File: src/rtl/rv_mem_ctl.sv
// rtl/rv_mem_ctl.sv - single-outstanding memory access controller with stall and sticky error flags.
// Optional access timeout enabled by defining RV_MEM_TIMEOUT_EN.
module rv_mem_ctl (
  input  logic        clk,
  input  logic        rst,
  input  logic [31:0] addr,
  input  logic [31:0] wdata,
  input  logic        memrw,
  input  logic        rd_en,
  output logic [31:0] rdata,
  output logic        stall,
  output logic [1:0]  err,
  output logic        mem_req,
  output logic        mem_we,
  output logic [31:0] mem_addr,
  output logic [31:0] mem_wdata,
  input  logic        mem_gnt,
  input  logic        mem_rvalid,
  input  logic [31:0] mem_rdata
);

  typedef enum logic [1:0] {IDLE, REQ, WAIT_R, DONE} state_t;

  state_t      state_q, state_d;
  logic [31:2] addr_q, addr_d;
  logic [31:0] wdata_q, wdata_d;
  logic [31:0] rdata_q, rdata_d;
  logic        we_q, we_d;
  logic [1:0]  err_q, err_d;
  logic        req_in;

`ifdef RV_MEM_TIMEOUT_EN
  logic [7:0]  cnt_q, cnt_d;
`endif

  assign req_in = memrw | rd_en;

  always_comb begin
    state_d = state_q;
    addr_d  = addr_q;
    wdata_d = wdata_q;
    rdata_d = rdata_q;
    we_d    = we_q;
    err_d   = err_q;
    stall   = 1'b0;
`ifdef RV_MEM_TIMEOUT_EN
    cnt_d   = cnt_q;
`endif
    case (state_q)
      IDLE: begin
        if (req_in) begin
          stall   = 1'b1;
          addr_d  = addr[31:2];
          wdata_d = wdata;
          we_d    = memrw;
          if (addr[1:0] != 2'b00) begin
            err_d[0] = 1'b1;
            state_d  = DONE;
          end else begin
            state_d = REQ;
`ifdef RV_MEM_TIMEOUT_EN
            cnt_d   = 8'd0;
`endif
          end
        end
      end
      REQ: begin
        stall = 1'b1;
        if (mem_gnt) begin
          state_d = we_q ? DONE : WAIT_R;
`ifdef RV_MEM_TIMEOUT_EN
          cnt_d   = 8'd0;
`endif
        end
`ifdef RV_MEM_TIMEOUT_EN
        // The 255th cycle without a grant gives up.
        else if (cnt_q == 8'd254) begin
          err_d[1] = 1'b1;
          state_d  = DONE;
        end else begin
          cnt_d = cnt_q + 8'd1;
        end
`endif
      end
      WAIT_R: begin
        stall = 1'b1;
        if (mem_rvalid) begin
          rdata_d = mem_rdata;
          state_d = DONE;
        end
`ifdef RV_MEM_TIMEOUT_EN
        else if (cnt_q == 8'd254) begin
          err_d[1] = 1'b1;
          state_d  = DONE;
        end else begin
          cnt_d = cnt_q + 8'd1;
        end
`endif
      end
      DONE: state_d = IDLE;
      default: state_d = IDLE;
    endcase
  end

  always_ff @(posedge clk) begin
    if (rst) begin
      state_q <= IDLE;
      addr_q  <= '0;
      wdata_q <= '0;
      rdata_q <= '0;
      we_q    <= 1'b0;
      err_q   <= 2'b00;
`ifdef RV_MEM_TIMEOUT_EN
      cnt_q   <= 8'd0;
`endif
    end else begin
      state_q <= state_d;
      addr_q  <= addr_d;
      wdata_q <= wdata_d;
      rdata_q <= rdata_d;
      we_q    <= we_d;
      err_q   <= err_d;
`ifdef RV_MEM_TIMEOUT_EN
      cnt_q   <= cnt_d;
`endif
    end
  end

  assign mem_req   = (state_q == REQ);
  assign mem_we    = mem_req & we_q;
  assign mem_addr  = {addr_q, 2'b00};
  assign mem_wdata = wdata_q;
  assign rdata     = rdata_q;
  assign err       = err_q;

endmodule

File: config.mk
export PLATFORM = sky130hd
export DESIGN_NAME = rv_mem_ctl
export DESIGN_NICKNAME = d
export VERILOG_FILES = /design/src/rtl/rv_mem_ctl.sv
export SDC_FILE = /design/constraint.sdc
export NUM_CORES = 1
export LEC_CHECK = 0
export BUFFER_PORTS_ARGS = -buffer_cell sky130_fd_sc_hd__buf_2
export CAP_MARGIN = 20
export CORE_ASPECT_RATIO = 1.4
export CORE_MARGIN = 3
export CORE_UTILIZATION = 35
export CTS_CLUSTER_DIAMETER = 200
export DETAILED_ROUTE_END_ITERATION = 12
export HOLD_SLACK_MARGIN = 0.08
export PLACE_DENSITY = 0.72
export SKIP_LAST_GASP = 1
export SYNTH_ARGS = -nofsm -noshare
export SYNTH_HDL_FRONTEND = slang
export SYNTH_SLANG_ARGS = --single-unit
File: constraint.sdc
create_clock -name clk -period 1.6 [get_ports clk]
set_input_delay 0.32 -clock clk [delete_from_list [all_inputs] [get_ports clk]]
set_output_delay 0.32 -clock clk [all_outputs]
set_load 0.005 [all_outputs]
---- Word level (Yosys, flattened, before mapping) ----
Index checks and enable logic that the tools add are counted.
word-level totals
  register bits ........................... 98
  bits of input ports ..................... 102
  word-level logic and storage cells ...... 29
  output and inout port bits .............. 101
operators by class
  bitwise logic cells ..................... 2
  equality and inequality tests ........... 6
  reduce and logical (&&, ||, !) cells .... 7
  mux-type cells .......................... 8
operators with widths
  cell                  number
  $mux W2               4
  $pmux W2 S4           1
  $reduce_and A3 Y1     2
  $eq A2 B2 Y1 const B  2
  $ne A2 B2 Y1 const B  2
  $reduce_and A2 Y1     2
  $eq A2 B1 Y1 const B  1
  $logic_not A2 Y1      1
  $mux W1               2
  $ne A2 B1 Y1 const B  1
  $pmux W1 S2           1
  $reduce_bool A2 Y1    1
  $reduce_or A2 Y1      1
  $and A1 B1 Y1         1
  $or A1 B1 Y1          1

---- Depth between registers and ports, before layout ----
  word-level depth ........................ 4
  mapped depth ............................ 8
  gate-level depth less buffers ........... 5

---- Worst setup path after synthesis ----
OpenSTA, ideal clock, no wires.
  kind .................................... register -> output
  start point ............................. register state_q[0]
  end point ............................... output port stall
  data required time ...................... 1.280 ns
  arrival ................................. 1.300 ns
  buffers on the path ..................... 3
  path slack .............................. -0.020 ns
  stages on the path, launching flop included .. 9
  cell sequence ........................... dfxtp_1 > inv_1 > ha_1 > buf_4 > o21a_1 > buf_4 > buf_4 > nor2_1 > nor2_1
between the ends
  word-level cells in the longest chain between the ends .. 3
  elaborated cells on any way between the ends .. 5
  classes of those cells .................. 2 x eq/ne; 1 x mux; 2 x reduce/logical
ends and longest elaborated chain
  what                                          line  source
  start: declaration                            24    state_t state_q, state_d;
  start signal: assignment                      117   state_q <= state_d;
  $eq A2 B1 Y1 or $eq A2 B2 Y1 (tied branches)  49    case (state_q)
  $reduce_or A2 Y1 (no source line)             --
  $pmux W1 S2 *                                 49
  end: declaration                              11    output logic stall,
Every way passes the cells marked *; elsewhere a longest branch is shown, timed or not.

---- Worst setup path in the final report ----
Same ends and word-level chain as after synthesis.

==> results.cfg <==
[outcome]
status = complete, no violations

[placed_design]
pre_cts_slack_ps = -3.79
portBuffers = 199
globalplace.congestion = 0.769
dp_hpwl_microns = 7350

[setup_path]
cp_cell_sequence = inv_4 > ha_4 > o21a_4 > nor2_2 > nor2_1 > buf_2
crit_type = reg2out
cp-start-kind = flop
cpMaxStageDelayCell = dfxtp_4
arrival_ps = 1260
reg2reg_setup_slack_ps = 120
max_stage_delay_ps = 370
cp_max_fo = 4
endpoint_kind = output pin
worstPathRequired_ps = 1280

[power]
power_density_mw_per_mm2 = 1630
p_leak_nw = 2.43
ir_drop_mv = 1.07

[sta]
rsz0062_at_grt = yes
max_freq_mhz = 635
setup_violations = 0
final_max_slew_viol_count = 0
hold_viol_final = 0
finalSetupTns_ps = 0
post-route-period-util_pct = 98.5
period_needed_ps = 1580
clock_skew_ps = 9.46
layout_setup_ws_ps = 24.4
finalHoldWorstSlack_ps = 216

[synth]
ys_warn_count = 0
synth_seq_area_share_pct = 54.7
yosysUniqueCellTypes = 21
netlist_area_sq_mm = 0.00359
synthCells = 447
ys_seq_elements = 98
syn_area_per_cell_sq_um = 8.03

[final_layout]
nets = 747
diodes = 0
final_common_cell = buf_2
final_cell_mix = buf_2 (199), nand2_1 (191), a21oi_1 (96), dfxtp_1 (96), buf_4 (10)
syn_to_final_growth_pct = 41.8
drive_gt1_share_pct = 37.1

[clock_tree]
cts_sinks = 98
insertion_delay_ps = 340
cts_tree = yes
cts_buffers = 9
hold_buffers = 0
ctsRootBufferMaster = clkbuf_16
clk_path_buf_depth = 2
clk_pin_slew_worst_paths_ps = 70
cts_htree_levels = 3

[detailed_routing]
drc_errors = 0
first_pass_iters = 4
wire_per_inst_microns = 12.6
drtIter0Drc = 107
via_per_inst = 4.56
vias = 3553
ant_nets = 0
wl_microns = 9780

[floorplanning]
die_y_microns = 126
start_util_pct = 36.1
rows = 43
io_pins = 203
dieWidth_microns = 91.6
dieArea_sq_mm = 0.0115
core_sq_mm = 0.00995

[global_routing]
grt_overflow_total = 0
grt_max_degree = 40
grt_use_total_pct = 16.8
first_global_vias = 3511
grt_first_pass_wirelength_microns = 15800
antenna_found_initial = 0

[min_path]
hp-class = in2reg

[run]
cap_viol_max_count = 0
==> metrics by stage <==
stage | std cells | total power [W] | area, sq um | utilization, %
finish | 779 | 0.00829 | 5090 | 51.1
global route | 779 | 0.00890 | 5090 | 51.1
CTS | 777 | 0.00835 | 5070 | 50.9
detailed placement | 758 | 0.00588 | 4690 | 47.1
global placement | 758 | 0.00576 | 4690 | 47.1
floorplan | 449 | 0.00493 | 3600 | -
==> power breakdown <==
part           internal (W)  leakage [nW]  switching (W)
Clock               0.00144         0.154       0.000862
Sequential          0.00296         0.804       0.000257
Combinational       0.00124          1.47        0.00153
==> Yosys cell counts <==
| master | instances | area, sq um |
|---|---|---|
| a211o_1 | 1 | 8.76 |
| o21ai_4 | 1 | 16.3 |
| inv_1 | 3 | 11.3 |
| mux2i_1 | 1 | 10.0 |
| conb_1 | 1 | 3.75 |
| ha_1 | 5 | 62.6 |
| o311a_1 | 1 | 10.0 |
| a211oi_1 | 1 | 7.51 |
| a21oi_1 | 96 | 480 |
| dfxtp_1 | 98 | 1960 |
| nand2b_1 | 3 | 18.8 |
| and2_1 | 2 | 12.5 |
| buf_6 | 6 | 67.6 |
| buf_1 | 3 | 11.3 |
| buf_4 | 11 | 82.6 |
| nand2_1 | 191 | 717 |
| o21a_1 | 2 | 15.0 |
| nor2_1 | 5 | 18.8 |
| o21ba_2 | 1 | 10.0 |
| buf_2 | 6 | 30.0 |
| clkbuf_1 | 9 | 33.8 |
==> final timing paths <==
kind	startpoint	end	cells after the start
setup / recovery	state_q[0]$_SDFFE_PP0P_	stall	6
hold / removal	wdata[29]	mem_wdata[29]$_SDFFE_PP0P_	3
setup reg to reg	state_q[0]$_SDFFE_PP0P_	state_q[0]$_SDFFE_PP0P_	7
hold reg to reg	rdata[17]$_SDFFE_PP0P_	rdata[17]$_SDFFE_PP0P_	2
==> flip-flops by register name (all words and copies together) (netlist names) <==
register   count
we_q           1
addr_q        30
state_q        2
err            1
rdata         32
mem_wdata     32
==> routing by layer <==
metal,vias to the layer above,track usage [%],part of all wire [%]
li1,1804,-,-
met1,1600,18.2,39
met2,143,29.5,50
met3,6,6.69,9.5
met4,0,5.77,1.2
met5,-,0,0
==> layout make-up <==
cell class / count / area, sq um
clock buffer: 11 / 253
clock inverter: 4 / 75.1
fill: 942 / 4860
inverter: 3 / 13.8
multi-input combinational: 313 / 1420
sequential: 98 / 1970
tap: 135 / 169
timing repair buffer: 215 / 1190
==> cells by family (layout without fill, tap and decap cells) <==
| family | after synthesis | after routing | synth area share [%] |
|---|---|---|---|
| AO/OA/AOI/OAI | 103 | 103 | 15.3 |
| adder cells (fa/ha/maj) | 5 | 5 | 1.74 |
| buffers and inverters | 38 | 233 | 6.59 |
| flip-flops | 98 | 98 | 54.7 |
| multiplexers | 1 | 1 | 0.279 |
| other | 1 | 3 | 0.104 |
| AND/OR/NAND/NOR | 201 | 201 | 21.4 |
==> worst max-delay path: cells and delay by family, from the launching register on <==
| family | cells | cell delay, ps |
|---|---|---|
| adder cells (fa/ha/maj) | 1 | 150 |
| AND/OR/NAND/NOR | 2 | 110 |
| AO/OA/AOI/OAI | 1 | 120 |
| buffers and inverters | 2 | 160 |
| flip-flops | 1 | 370 |
==> repair_timing <==
item	CTS	global route
buffers inserted	4	2
pin swaps	1	1
endpoints found under the setup margin	4	2
gates resized for setup	7	2
Power figures use the tool's default switching activity.
